### src/rtl/adp_types.sv
// Shared types for the ADP boundary-scan sequencer.
// Chain length, opcode and state encodings.
package adp_types;

  localparam int NUM_BOUNDARY_CELLS = 49;

  typedef enum logic [1:0] {
    OP_SAMPLE  = 2'b00,
    OP_EXTEST  = 2'b01,
    OP_RELEASE = 2'b10,
    OP_RSVD    = 2'b11
  } bscan_op_e;

  typedef enum logic [2:0] {
    ST_IDLE,
    ST_CAPTURE,
    ST_SHIFT,
    ST_UPDATE,
    ST_RSP
  } bscan_state_e;

endpackage

### src/rtl/adp_bscan_sreg.sv
// PISO/SIPO pair: tx shifts out MSB first, rx shifts in at LSB.
// Ports: load/load_data, shift_en, serial_in -> serial_out, par_out.
module adp_bscan_sreg #(
  parameter int W = 49
) (
  input  logic         clk,
  input  logic         rst,
  input  logic         load,
  input  logic [W-1:0] load_data,
  input  logic         shift_en,
  input  logic         serial_in,
  output logic         serial_out,
  output logic [W-1:0] par_out
);

  logic [W-1:0] tx_sreg;
  logic [W-1:0] rx_sreg;

  always_ff @(posedge clk or posedge rst) begin
    if (rst) begin
      tx_sreg <= '0;
      rx_sreg <= '0;
    end else if (load) begin
      tx_sreg <= load_data;
      rx_sreg <= '0;
    end else if (shift_en) begin
      tx_sreg <= {tx_sreg[W-2:0], 1'b0};
      rx_sreg <= {rx_sreg[W-2:0], serial_in};
    end
  end

  assign serial_out = tx_sreg[W-1];
  assign par_out    = rx_sreg;

endmodule

### src/rtl/adp_bscan_ctrl.sv
// Boundary-scan chain sequencer: capture/shift/update per command.
// Ports: cmd_* request, rsp_* response, adp_bscan_* chain controls.
import adp_types::*;

module adp_bscan_ctrl #(
  parameter int NUM_BOUNDARY_CELLS = adp_types::NUM_BOUNDARY_CELLS
) (
  input  logic                          clk,
  input  logic                          rst,
  input  logic                          cmd_valid,
  output logic                          cmd_ready,
  input  logic [1:0]                    cmd_op,
  input  logic [NUM_BOUNDARY_CELLS-1:0] cmd_data,
  output logic                          rsp_valid,
  input  logic                          rsp_ready,
  output logic [NUM_BOUNDARY_CELLS-1:0] rsp_data,
  output logic                          rsp_err,
  output logic                          adp_bscan_start,
  input  logic                          adp_bscan_end,
  output logic                          adp_bscan_se,
  output logic                          adp_bscan_shift_sel,
  output logic                          adp_bscan_oe,
  output logic                          adp_bscan_out_sel
);

  localparam int N  = NUM_BOUNDARY_CELLS;
  localparam int CW = $clog2(N);
  localparam logic [CW-1:0] CNT_LAST = CW'(N - 1);

  bscan_state_e  state_q;
  bscan_state_e  state_d;
  bscan_op_e     op_q;
  logic          err_q;
  logic          out_sel_q;
  logic [CW-1:0] cnt_q;
  logic          hs;
  logic          tx_msb;

  assign hs = cmd_valid && (state_q == ST_IDLE);

  always_comb begin
    state_d = state_q;
    unique case (state_q)
      ST_IDLE: begin
        if (cmd_valid) begin
          if (cmd_op == OP_SAMPLE || cmd_op == OP_EXTEST)
            state_d = ST_CAPTURE;
          else
            state_d = ST_RSP;
        end
      end
      ST_CAPTURE: state_d = ST_SHIFT;
      ST_SHIFT: begin
        if (cnt_q == CNT_LAST)
          state_d = (op_q == OP_EXTEST) ? ST_UPDATE : ST_RSP;
      end
      ST_UPDATE: state_d = ST_RSP;
      ST_RSP: begin
        if (rsp_ready)
          state_d = ST_IDLE;
      end
      default: state_d = ST_IDLE;
    endcase
  end

  always_ff @(posedge clk or posedge rst) begin
    if (rst) begin
      state_q   <= ST_IDLE;
      op_q      <= OP_SAMPLE;
      err_q     <= 1'b0;
      out_sel_q <= 1'b0;
      cnt_q     <= '0;
    end else begin
      state_q <= state_d;
      if (hs) begin
        op_q  <= bscan_op_e'(cmd_op);
        err_q <= (cmd_op == OP_RSVD);
        if (cmd_op == OP_RELEASE)
          out_sel_q <= 1'b0;
      end
      if (state_q == ST_CAPTURE)
        cnt_q <= '0;
      else if (state_q == ST_SHIFT)
        cnt_q <= cnt_q + 1'b1;
      if (state_q == ST_UPDATE)
        out_sel_q <= 1'b1;
    end
  end

  adp_bscan_sreg #(
    .W (N)
  ) u_sreg (
    .clk        (clk),
    .rst        (rst),
    .load       (hs),
    .load_data  (cmd_data),
    .shift_en   (state_q == ST_SHIFT),
    .serial_in  (adp_bscan_end),
    .serial_out (tx_msb),
    .par_out    (rsp_data)
  );

  // Chain controls depend on registered state only.
  assign cmd_ready           = (state_q == ST_IDLE);
  assign rsp_valid           = (state_q == ST_RSP);
  assign rsp_err             = (state_q == ST_RSP) && err_q;
  assign adp_bscan_se        = (state_q == ST_CAPTURE) ||
                               (state_q == ST_SHIFT);
  assign adp_bscan_shift_sel = (state_q == ST_SHIFT);
  assign adp_bscan_start     = (state_q == ST_SHIFT) && tx_msb;
  assign adp_bscan_oe        = (state_q == ST_UPDATE);
  assign adp_bscan_out_sel   = out_sel_q;

endmodule

### config.mk
export PLATFORM = sky130hd
export DESIGN_NAME = adp_bscan_ctrl
export DESIGN_NICKNAME = d
export VERILOG_FILES = /design/src/rtl/adp_types.sv /design/src/rtl/adp_bscan_sreg.sv /design/src/rtl/adp_bscan_ctrl.sv
export SDC_FILE = /design/constraint.sdc
export NUM_CORES = 1
export LEC_CHECK = 0
export ABC_AREA = 1
export CORE_MARGIN = 8
export CORE_UTILIZATION = 41
export DETAILED_ROUTE_END_ITERATION = 7
export PLACE_DENSITY = 0.67
export SKIP_LAST_GASP = 1
export SLEW_MARGIN = 20
export SYNTH_ARGS = -nofsm -noshare
export SYNTH_HDL_FRONTEND = slang
export SYNTH_HIERARCHICAL = 1
export SYNTH_SLANG_ARGS = --single-unit
### constraint.sdc
create_clock -name clk -period 4.6 [get_ports clk]
set_input_delay 1.38 -clock clk [delete_from_list [all_inputs] [get_ports clk]]
set_output_delay 1.38 -clock clk [all_outputs]
set_load 0.1 [all_outputs]
**Word-level counts from Yosys, hierarchy flattened**

Cells that the tools add are included.

- Add/subtract/negate cells: 1
- Reductions and logical operators: 13
- Equal/unequal tests: 12
- Mux-type cells: 15

Operators with widths:

| operator | count |
|---|---|
| 2-to-1 mux 49 bit | 4 |
| 2-to-1 mux 3 bit | 5 |
| one-hot mux 3 bit (5 select lines) | 1 |
| 2-to-1 mux 6 bit | 2 |
| nonzero test 2 bit | 4 |
| adder 6 x 1 -> 6 bit, second input constant | 1 |
| equality test 3 x 2 -> 1 bit, second input constant | 2 |
| equality test 6 bit, second input constant | 1 |
| equality test 2 x 1 -> 1 bit, second input constant | 2 |
| equality test 2 bit, second input constant | 2 |
| != test 2 x 1 -> 1 bit, second input constant | 2 |
| equality test 3 x 1 -> 1 bit, second input constant | 1 |
| equality test 3 bit, second input constant | 1 |
| logical AND 1 bit | 3 |
| logical NOT 3 bit | 1 |
| 2-to-1 mux 1 bit | 3 |
| AND reduction 3 bit | 1 |
| logical NOT 2 bit | 1 |
| logical OR 1 bit | 2 |
| != test 2 bit, second input constant | 1 |
| AND reduction 2 bit | 1 |

- Logic and storage cells: 48
- Bits in registers: 111
- Bits of input ports: 56

**Depth between registers and ports, before layout**

- Depth after elaboration: 5
- Depth in mapped cells: 9

**Hierarchy**

The synthesis kept the hierarchy.

Modules (own cells, without submodules):

| module | area each (um^2) | instances | cells an instance |
|---|---|---|---|
| adp_bscan_sreg | 4159.0 | 1 | 480 |
| adp_bscan_ctrl | 773.2 | 1 | 108 |

**Least setup slack after synthesis**

No wires, ideal clock.

- Kind: register to output
- Start point: register state_q[1]
- End point: output rsp_valid
- Path buffers: 0
- Arrival: 2526 ps
- Stages on the path, launching flop included: 2
- Slack: 694 ps
- Cell sequence: dfrtp_1 -> nor3_1

- Cells in the longest elaborated chain, start to end: 1

Ends and longest elaborated chain:

| element | line | text |
|---|---|---|
| from (decl) | adp_bscan_ctrl.sv:30 | `bscan_state_e state_q;` |
| from (signal assigned) | adp_bscan_ctrl.sv:74 | `state_q <= state_d;` |
| equality test 3 bit | adp_bscan_ctrl.sv:105 | `assign rsp_valid = (state_q == ST_RSP);` |
| to (decl) | adp_bscan_ctrl.sv:14 | `output logic rsp_valid,` |

No other way between the ends.

**Worst setup path in the final report**

- Start point: register state_q[2]
- End point: output adp_bscan_oe

- Cells in the longest elaborated chain, start to end: 1

Ends and longest elaborated chain:

| element | line | text |
|---|---|---|
| equality test 3 x 2 -> 1 bit | adp_bscan_ctrl.sv:111 | `assign adp_bscan_oe = (state_q == ST_UPDATE);` |
| to (decl) | adp_bscan_ctrl.sv:22 | `output logic adp_bscan_oe,` |

No other way between the ends.

==> flow_summary.yaml <==
outcome:
  run_status: "finished, final reports clean"
synth:
  synth.cell_area_um2: 4932
  synth_cells: 588
  synth_sequential_area_ratio_pct: 56.32
  postSynthRegisterBits: 111
  synth.net_count: 646
  post_synth_num_cell_types: 23
  synth.top_cells.by_area: "sky130_fd_sc_hd__dfrtp_1 56%, sky130_fd_sc_hd__nand2_1 18%, sky130_fd_sc_hd__nand3_1 16%, sky130_fd_sc_hd__buf_2 2.1%, sky130_fd_sc_hd__inv_1 1.4%"
  synth_top_area_share_pct: 56.32
  synth.yosys.warnings: 6
  synth_top_area_cell: "sky130_fd_sc_hd__dfrtp_1"
  syn_area_per_cell_um2: 8.388
worst_setup_path:
  crit_start: "state_q[2]$_DFFE_PP0P_"
  setup.worst_path.end_class: "primary output"
  setup.worst_path.start_class: "flop"
  worst-r2r-cell-count: 8
  timing.critical_path.fanout_max: 8
  critical_path_required_ps: 3220
  worstReg2RegEnd: "u_sreg/tx_sreg[38]$_DFFE_PP0P_"
  timing.rr.start: "state_q[2]$_DFFE_PP0P_"
  critical_path_arrival_ps: 2390
  reg2reg_slack_ps: 2040
  timing_worst_setup_path_type: "flop to primary output"
final_layout:
  syn2layout_area_growth_pct: 29.22
  drive_above_1_share_pct: 5.401
  final_nets: 738
  insertedDiodeCount: 0
power_and_ir_drop:
  design_power_total_mw: 2.061
  power.switching_fraction_pct: 29.10
  cellLeakagePower_nw: 3.087
  share_clk_of_total_power_pct: 35.9
  power_density_nw_per_um2: 323.3
  p_sw_mw: 0.5997
  p_comb_share_pct: 14.7
  maximum_vdd_ir_drop_mv: 0.1450
  p_seq_share_pct: 49.4
  cellInternalPower_mw: 1.461
routing:
  num_vias: 4223
  initialDrtViolationCount: 359
  avgRoutedWirePerCell_um: 14.37
  drt_pre_antenna_iters: 4
  finalWirelength_mm: 11.96
  vias_per_cell: 5.076
  final_antenna_net_count: 0
  drc: 0
worst_hold_path:
  worstHoldPathCells: 2
  timing.hold.worst.class: "flop to flop"
  worst_hold_endpoint: "adp_bscan_out_sel$_DFFE_PP0P_"
  hold_start: "adp_bscan_out_sel$_DFFE_PP0P_"
clocking:
  clkTransAtPathRegs_ps: 70
  cts.repair.resized: 0
  cts_stage_hold_buffer_count: 0
  postCtsSetupRepairBufs: 0
  clock_tree.buffer_depth: 2
  cts.htree.levels: 3
  clockRootBuffer: "sky130_fd_sc_hd__clkbuf_16"
  tritoncts: "done"
  cts_num_sinks: 111
  clk_latency_ps: 340
  tritoncts.num_buffers: 9
die:
  fp-row-count: 40
  fp.dieH_um: 125.7
  die_area_um2: 15800
  initial_utilization_pct: 41.58
  design.core.area_um2: 11860
  die_w_um: 125.7
  boundaryPins: 113
placement:
  detailed_place_hpwl_mm: 8.135
  routability_driven_placement_congestion_ratio: 0.8263
  placement.io_buffers: 112
  placement.setup.worst_slack_ps: 1182
sta:
  rsz0062_at_grt: "no"
  max_slew_margin_vs_limit_pct: 27.53
  clock.fmax_mhz: 265.4
  setup-violations-final: 0
  final-hold-violation-count: 0
  totalNegativeSetupSlack_ps: 0
  finClkSkew_ps: 5.995
  layout_setup_ws_ps: 832.8
  count_of_final_max_slew_check_failures: 0
  period_share_pct: 81.90
  post-route-min-period_ps: 3767
  worstMarginPinSlew_ps: 1087
job:
  cap_viol_max_count: 0
grt:
  grtUsageTotal_pct: 15.50
  antenna_found_initial: 0
  first_pass_grt_wire_length_mm: 20.50
  grt_start_max_net_pins: 106
  vias_in_the_first_global_route: 4133
  grt-ovfl-total: 0
[through the flow]
step                std cells  instance area [um2]  hold slack (ps)  util [%]
floorplan                 588                 4932            442.7         -
global placement          816                 6093            453.7     51.37
detailed placement        816                 6093            464.5     51.37
CTS                       832                 6374            481.4     53.73
global route              832                 6374            501.5     53.73
finish                    832                 6374            475.3     53.73
[worst max-delay path by stage]
stage                                                 to  cells after the start
after floorplan            u_sreg/par_out[0]$_DFFE_PP0P_                      1
final                                       adp_bscan_oe                      6
after global routing                        adp_bscan_oe                      6
after CTS                                   adp_bscan_oe                      6
after global placement    u_sreg/par_out[23]$_DFFE_PP0P_                      7
after detailed placement  u_sreg/par_out[24]$_DFFE_PP0P_                      7
[cells by family after synthesis]
group           synth area share (%)
simple gates                   35.67
buf+inv                        6.291
flops                          56.32
compound gates                 1.218
fa+ha+maj                     0.5073
[cells in the final DEF (no fill, tap or decap), types with 2 or more instances in the layout]
cell type                         count
sky130_fd_sc_hd__buf_4                5
sky130_fd_sc_hd__nand2_2              2
sky130_fd_sc_hd__nand2_1            230
sky130_fd_sc_hd__clkdlybuf4s50_1    111
sky130_fd_sc_hd__dfrtp_1            111
sky130_fd_sc_hd__o21ai_2              2
sky130_fd_sc_hd__inv_4                2
sky130_fd_sc_hd__o22ai_1              2
sky130_fd_sc_hd__nor2_1              10
sky130_fd_sc_hd__inv_1               18
sky130_fd_sc_hd__inv_2                5
sky130_fd_sc_hd__buf_12               2
sky130_fd_sc_hd__o21ai_1              2
sky130_fd_sc_hd__nand3_1            154
sky130_fd_sc_hd__ha_1                 2
sky130_fd_sc_hd__nor3_1               2
sky130_fd_sc_hd__inv_6                4
sky130_fd_sc_hd__clkbuf_16            9
sky130_fd_sc_hd__o21ai_0              4
[flip-flops by register name (all words and copies together) (netlist names)]
name,count
state_q,3
op_q,2
u_sreg/tx_sreg,49
err_q,1
cnt_q,6
u_sreg/par_out,49
adp_bscan_out_sel,1
[cell type report]
class	instances	area, um2
repair buffers	118	1189
well taps	147	183.9
flip-flops and latches	111	2778
inverters	25	98.84
clock buffers	10	229.0
fillers	1109	5488
clock inverters	6	51.30
multi-input cells	415	1844
[synthesized netlist by cell type (all sizes together)]
library cell and n:
nand2 232, nand3 156, dfrtp 111, buf 32, inv 25, nor2 12, o21ai 8, clkbuf 5
ha 2, nor3 2, o22ai 2, and3 1
[worst max-delay path, cell delays in order, from the launching register on]
cell	delay, ps
sky130_fd_sc_hd__dfrtp_1	410
sky130_fd_sc_hd__inv_2	160
sky130_fd_sc_hd__nand2_1	90
sky130_fd_sc_hd__inv_1	80
sky130_fd_sc_hd__nand2_1	100
sky130_fd_sc_hd__inv_1	70
sky130_fd_sc_hd__clkdlybuf4s50_1	1130
[per-layer routing]
| layer | vias to the layer above | GRT usage, % | routed length [um] |
|---|---|---|---|
| met1 | 2031 | 20.81 | 5490 |
| met3 | 9 | 3.586 | 684 |
| met2 | 104 | 24.32 | 5665 |
| li1 | 2079 | - | - |
| met5 | - | 0 | 0 |
| met4 | 0 | 4.799 | 115 |
[power groups by stage]
stage	registers [mW]	clock network, mW	logic (mW)
after CTS	1.02	0.762	0.307
after global placement	1.04	0	0.304
after global routing	1.02	0.796	0.318
after floorplan	1.19	0	0.0325
after detailed placement	1.04	0	0.307
final	1.02	0.740	0.303
(Power assumes the default switching activity.)
==> variant 1, RTL diff (same flow settings) <==
`NUM_BOUNDARY_CELLS`: 49 -> 98.
--- a/src/rtl/adp_types.sv
+++ b/src/rtl/adp_types.sv
@@ -4,3 +4,3 @@
 
-  localparam int NUM_BOUNDARY_CELLS = 49;
+  localparam int NUM_BOUNDARY_CELLS = 98;
 
Ports: changed (resized cmd_data and rsp_data); port bits go from 113 to 211. No check against the original RTL was run, so the function may have changed too.
==> variant 1 against the original RTL <==
Register-to-register slack better by 40 ps. Worst setup slack lost 120 ps. Synthesized area rose by 85%. Power rose by 95%. Wire length increased by 98%. Sequential cell count is 99 higher. Global-route usage grew 1.6 points. First-iteration DRC count increased by 62%. Non-clock buffer count increased by 107. Clock power is 140% higher. Design area rose by 89%. Critical endpoint is now rsp_valid.
==> variant 1: results (changes against the original RTL) <==
| Metric | Value |
|---|---|
| Max stage delay on crit path | 1150 ps (was 1130 ps) |
| Fin nets | 1,351 (was 738) |
| Antenna violations before repair | 1 (was 0) |
| Pint | 3.009 mW (was 1.461 mW) |
| Vias in the first global route | 7,637 (was 4,133) |
| Mapped Nets | 1,176 (was 646) |
| H-tree Lvls | 1 (was 3) |
| Reg2Reg Setup Slack | 2080 ps (was 2040 ps) |
| P_leak | 5.900 nW (was 3.087 nW) |
| Register area share after synthesis | 57.62% (was 56.32%) |
| 1st-pass router iterations | 5 (was 4) |
| DP HPWL | 15,530 um (was 8135 um) |
| Starting DRT DRC Count | 580 (was 359) |
| Fraction of layout cells with a size suffix above 1 | 5.714% (was 5.401%) |
| Status | finished, final reports clean (unchanged) |
| Crit path DAT | 2510 ps (was 2390 ps) |
| GP Congestion | 0.8444 (was 0.8263) |
| Reg-to-reg critical path endpoint | u_sreg/par_out[34] (was u_sreg/tx_sreg[38]) |
| Vias per cell | 5.093 (was 5.076) |
| CTS max path bufs | 3 (was 2) |
| Comb pwr share | 9.2% (was 14.7%) |
| Synth unique cells | 24 (was 23) |
| Final wirelength | 23,710 um (was 11,960 um) |
| Synth top cells by count | nand2_1 (417), nand3_1 (302), dfrtp_1 (210), buf_2 (37), buf_4 (26) (was nand2_1 (230), nand3_1 (154), dfrtp_1 (111), buf_2 (21), inv_1 (19)) |
| Top cells by area, synth | dfrtp_1 (58%), nand2_1 (17%), nand3_1 (17%), buf_4 (2.1%), buf_2 (2.0%) (was dfrtp_1 (56%), nand2_1 (18%), nand3_1 (16%), buf_2 (2.1%), inv_1 (1.4%)) |
| Critical-path maximum fanout | 6 (was 8) |
| GRT Util Overall | 17.05% (was 15.50%) |
| Clock Latency Late Sink | 500 ps (was 340 ps) |
| Clk pwr | 1.75 mW (was 0.740 mW) |
| Fill cells | 1,972 (was 1,109) |
| Worst Skew | 7.128 ps (was 5.995 ps) |
| Largest net degree at the start of global routing | 114 (was 106) |
| Port bufs | 210 (was 112) |
| Slew @ Worst Pin | 1086 ps (was 1087 ps) |
| Placement Cell Area | 11,340 um2 (was 6093 um2) |
| Largest vdd supply drop | 0.0002505 V (was 0.0001450 V) |
| First-pass GRT wire length | 38,860 um (was 20,500 um) |
variant 1: per-stage QoR:
step / instances / total power [mW] / hold WS (ps) / setup WS, ps
after floorplan: 1069 / 2.129 / 442.7 / 509.2
after global placement: 1499 / 2.295 / 462.0 / 1263
after detailed placement: 1499 / 2.297 / 460.9 / 1231
after CTS: 1540 / 4.068 / 473.6 / 696.5
after global routing: 1541 / 4.159 / 497.3 / 622.3
final: 1541 / 4.009 / 468.8 / 711.7
variant 1: worst reg2reg max path: stages (launching register included):
cell and delay, ps:
dfrtp_1 410, inv_2 170, nand3_4 150, inv_6 180, buf_4 810, nor2_8 110
buf_12 250, nand2_1 250, nand2_1 60
variant 1: cell families after synthesis:
family / count (synthesis) / share of synthesized area (%)
AO/OA/AOI/OAI: 12 / 0.7682
adder cells (fa/ha/maj): 2 / 0.2743
buffers and inverters: 102 / 5.817
flip-flops: 210 / 57.62
AND/OR/NAND/NOR: 743 / 35.52
variant 1: cell type report:
cell class	instances	area, um2	share of cell area (%)
multi-input combinational	757	3334	27.67
clock buffer	30	621.8	5.160
antenna	1	2.502	0.02076
timing repair buffer	225	2282	18.94
inverter	27	116.4	0.9655
sequential	210	5255	43.60
clock inverter	11	88.84	0.7371
tap	280	350.3	2.907
variant 1: metal layers:
metal  wire (um)  GRT usage [%]  part of all wire, %
met4         587          5.446                  2.5
met2       10780          26.51                   45
met3        1529          2.851                  6.4
met5           0              0                    0
met1       10820          23.92                   46
variant 1: worst max-delay path by stage:
stage,start,endpoint,cells past startpoint,slack [ps]
after global placement,state_q[2],adp_bscan_start,4,1260
after detailed placement,state_q[1],rsp_valid,4,1230
after floorplan,state_q[1],rsp_err,3,510
after CTS,state_q[1],rsp_valid,4,700
after global routing,state_q[1],rsp_valid,4,620
final,state_q[1],rsp_valid,4,710
==> variant 2, RTL diff (same settings) <==
Made on the original files. Encoding of `bscan_state_e`: now Gray code (3 bits for 5 states).
--- a/src/rtl/adp_types.sv
+++ b/src/rtl/adp_types.sv
@@ -14,7 +14,7 @@
   typedef enum logic [2:0] {
-    ST_IDLE,
-    ST_CAPTURE,
-    ST_SHIFT,
-    ST_UPDATE,
-    ST_RSP
+    ST_IDLE    = 3'b000,
+    ST_CAPTURE = 3'b001,
+    ST_SHIFT   = 3'b011,
+    ST_UPDATE  = 3'b010,
+    ST_RSP     = 3'b110
   } bscan_state_e;
Check against the original RTL: same outputs for any inputs over 10 cycles, from zero or initial values and one cycle with rst high; not proved beyond that.
==> variant 2 against the original RTL <==
Sequential share of layout area is 0.12 points higher. Clock power is 3.5% higher. Power is 2.2% higher. Wire length is 2.6% lower. Sequential power hardly changed. First-iteration DRC count is 9.7% higher. Worst setup slack better by 68 ps. Largest power group unchanged. Register-to-register slack worse by 330 ps. Synthesized area is 0.71% lower. Critical endpoint unchanged. Design area is 0.27% lower. Sequential cell count stayed put. Via count is 0.14% higher. Die area is 0.62% lower. Fmax is 1.8% higher.
==> variant 2: results (changes against the original RTL) <==
| Metric | Value |
|---|---|
| Status | finished, final reports clean (unchanged) |
| Crit path DAT | 2320 ps (was 2390 ps) |
| Vias | 4,229 (was 4,223) |
| GR Util met3 | 4.037% (was 3.586%) |
| CTS max path bufs | 2 (unchanged) |
| Worst Hold Slack | 480.1 ps (was 475.3 ps) |
| GP Congestion | 0.8776 (was 0.8263) |
| Vias in the first global route | 4,101 (was 4,133) |
| Placement Cell Area | 6058 um2 (was 6093 um2) |
| Wl on met1 | 5314 um (was 5490 um) |
| Met2 WL | 5511 um (was 5665 um) |
| Largest vdd supply drop | 0.0002434 V (was 0.0001450 V) |
| Worst slew margin relative to its limit | 32.35% (was 27.53%) |
| GRT Util Overall | 15.02% (was 15.50%) |
| Tmin final | 3700 ps (was 3767 ps) |
| Largest net degree at the start of global routing | 98 (was 106) |
| Synth top cells by count | nand2_1 (219), nand3_1 (155), dfrtp_1 (111), buf_2 (21), inv_1 (19) (was nand2_1 (230), nand3_1 (154), dfrtp_1 (111), buf_2 (21), inv_1 (19)) |
| Fin nets | 728 (was 738) |
| Starting DRT DRC Count | 394 (was 359) |
| Register area share after synthesis | 56.72% (was 56.32%) |
| First-pass GRT wire length | 19,870 um (was 20,500 um) |
| Fraction of layout cells with a size suffix above 1 | 5.333% (was 5.401%) |
| Global routing met1 resource utilization | 19.48% (was 20.81%) |
| Critical-path maximum fanout | 5 (was 8) |
| Reg2Reg Setup Slack | 1710 ps (was 2040 ps) |
| P_leak | 3.066 nW (was 3.087 nW) |
| DP HPWL | 7733 um (was 8135 um) |
| Met2 usage | 23.55% (was 24.32%) |
| Avg WL per Cell | 14.17 um (was 14.37 um) |
| Mapped Nets | 637 (was 646) |
| Placed cell count | 806 (was 816) |
| Top cells by area, synth | dfrtp_1 (57%), nand2_1 (17%), nand3_1 (16%), buf_2 (2.1%), inv_1 (1.5%) (was dfrtp_1 (56%), nand2_1 (18%), nand3_1 (16%), buf_2 (2.1%), inv_1 (1.4%)) |
| Worst Skew | 4.160 ps (was 5.995 ps) |
| Net Switching | 0.5920 mW (was 0.5997 mW) |
| Syn avg cell area | 8.458 um2 (was 8.388 um2) |
| Worst slack at placement | 1267 ps (was 1182 ps) |
| Met3 wire len | 657 um (was 684 um) |
variant 2: changes by cell type after synthesis, sizes merged:
cell / delta
a21oi: +3
nor3: -2
o22ai: -1
a21o: +1
o21ai: +2
o211ai: +1
nand3: -1
nand2: -10
inv: -3
nand4: +2
and3: -1
variant 2: logic make-up after synthesis:
kind of cell,Yosys count,synth area share (%)
AO/OA/AOI/OAI,16,1.840
adder cells (fa/ha/maj),2,0.5109
buffers and inverters,59,6.055
flip-flops,111,56.72
AND/OR/NAND/NOR,391,34.87
variant 2: cell type report:
type                            count  area, um2
Timing Repair Buffer              117       1189
Clock buffer                        9      225.2
Clock inverter                      7      72.57
Tap cell                          147      183.9
Multi-Input combinational cell    409       1823
Fill cell                        1124       5455
Inverter                           22      85.08
Sequential cell                   111       2778
variant 2: path summary, 6_finish.rpt:
check	depth (start not counted)	start	endpoint
min in group asynchronous	2	rst	cnt_q[4]
max in group asynchronous	3	rst	u_sreg/tx_sreg[3]
setup / recovery	4	state_q[2]	adp_bscan_oe
hold / removal	2	u_sreg/tx_sreg[0]	u_sreg/tx_sreg[0]
setup reg to reg	8	state_q[2]	u_sreg/tx_sreg[3]
hold reg to reg	2	u_sreg/tx_sreg[0]	u_sreg/tx_sreg[0]
variant 2: worst max-delay path, stage by stage (launching register included):
cell             delay (ps)
dfrtp_1                 440
inv_2                   120
nand2_1                 110
nor2_1                  150
clkdlybuf4s50_1        1160
variant 2: power groups by stage:
stage,logic [mW],clock network [mW],registers [mW]
2_1_floorplan,0.0470,0,1.20
3_3_place_gp,0.321,0,1.04
3_5_place_dp,0.324,0,1.04
4_1_cts,0.324,0.794,1.02
5_1_grt,0.335,0.833,1.02
6_report,0.320,0.766,1.02
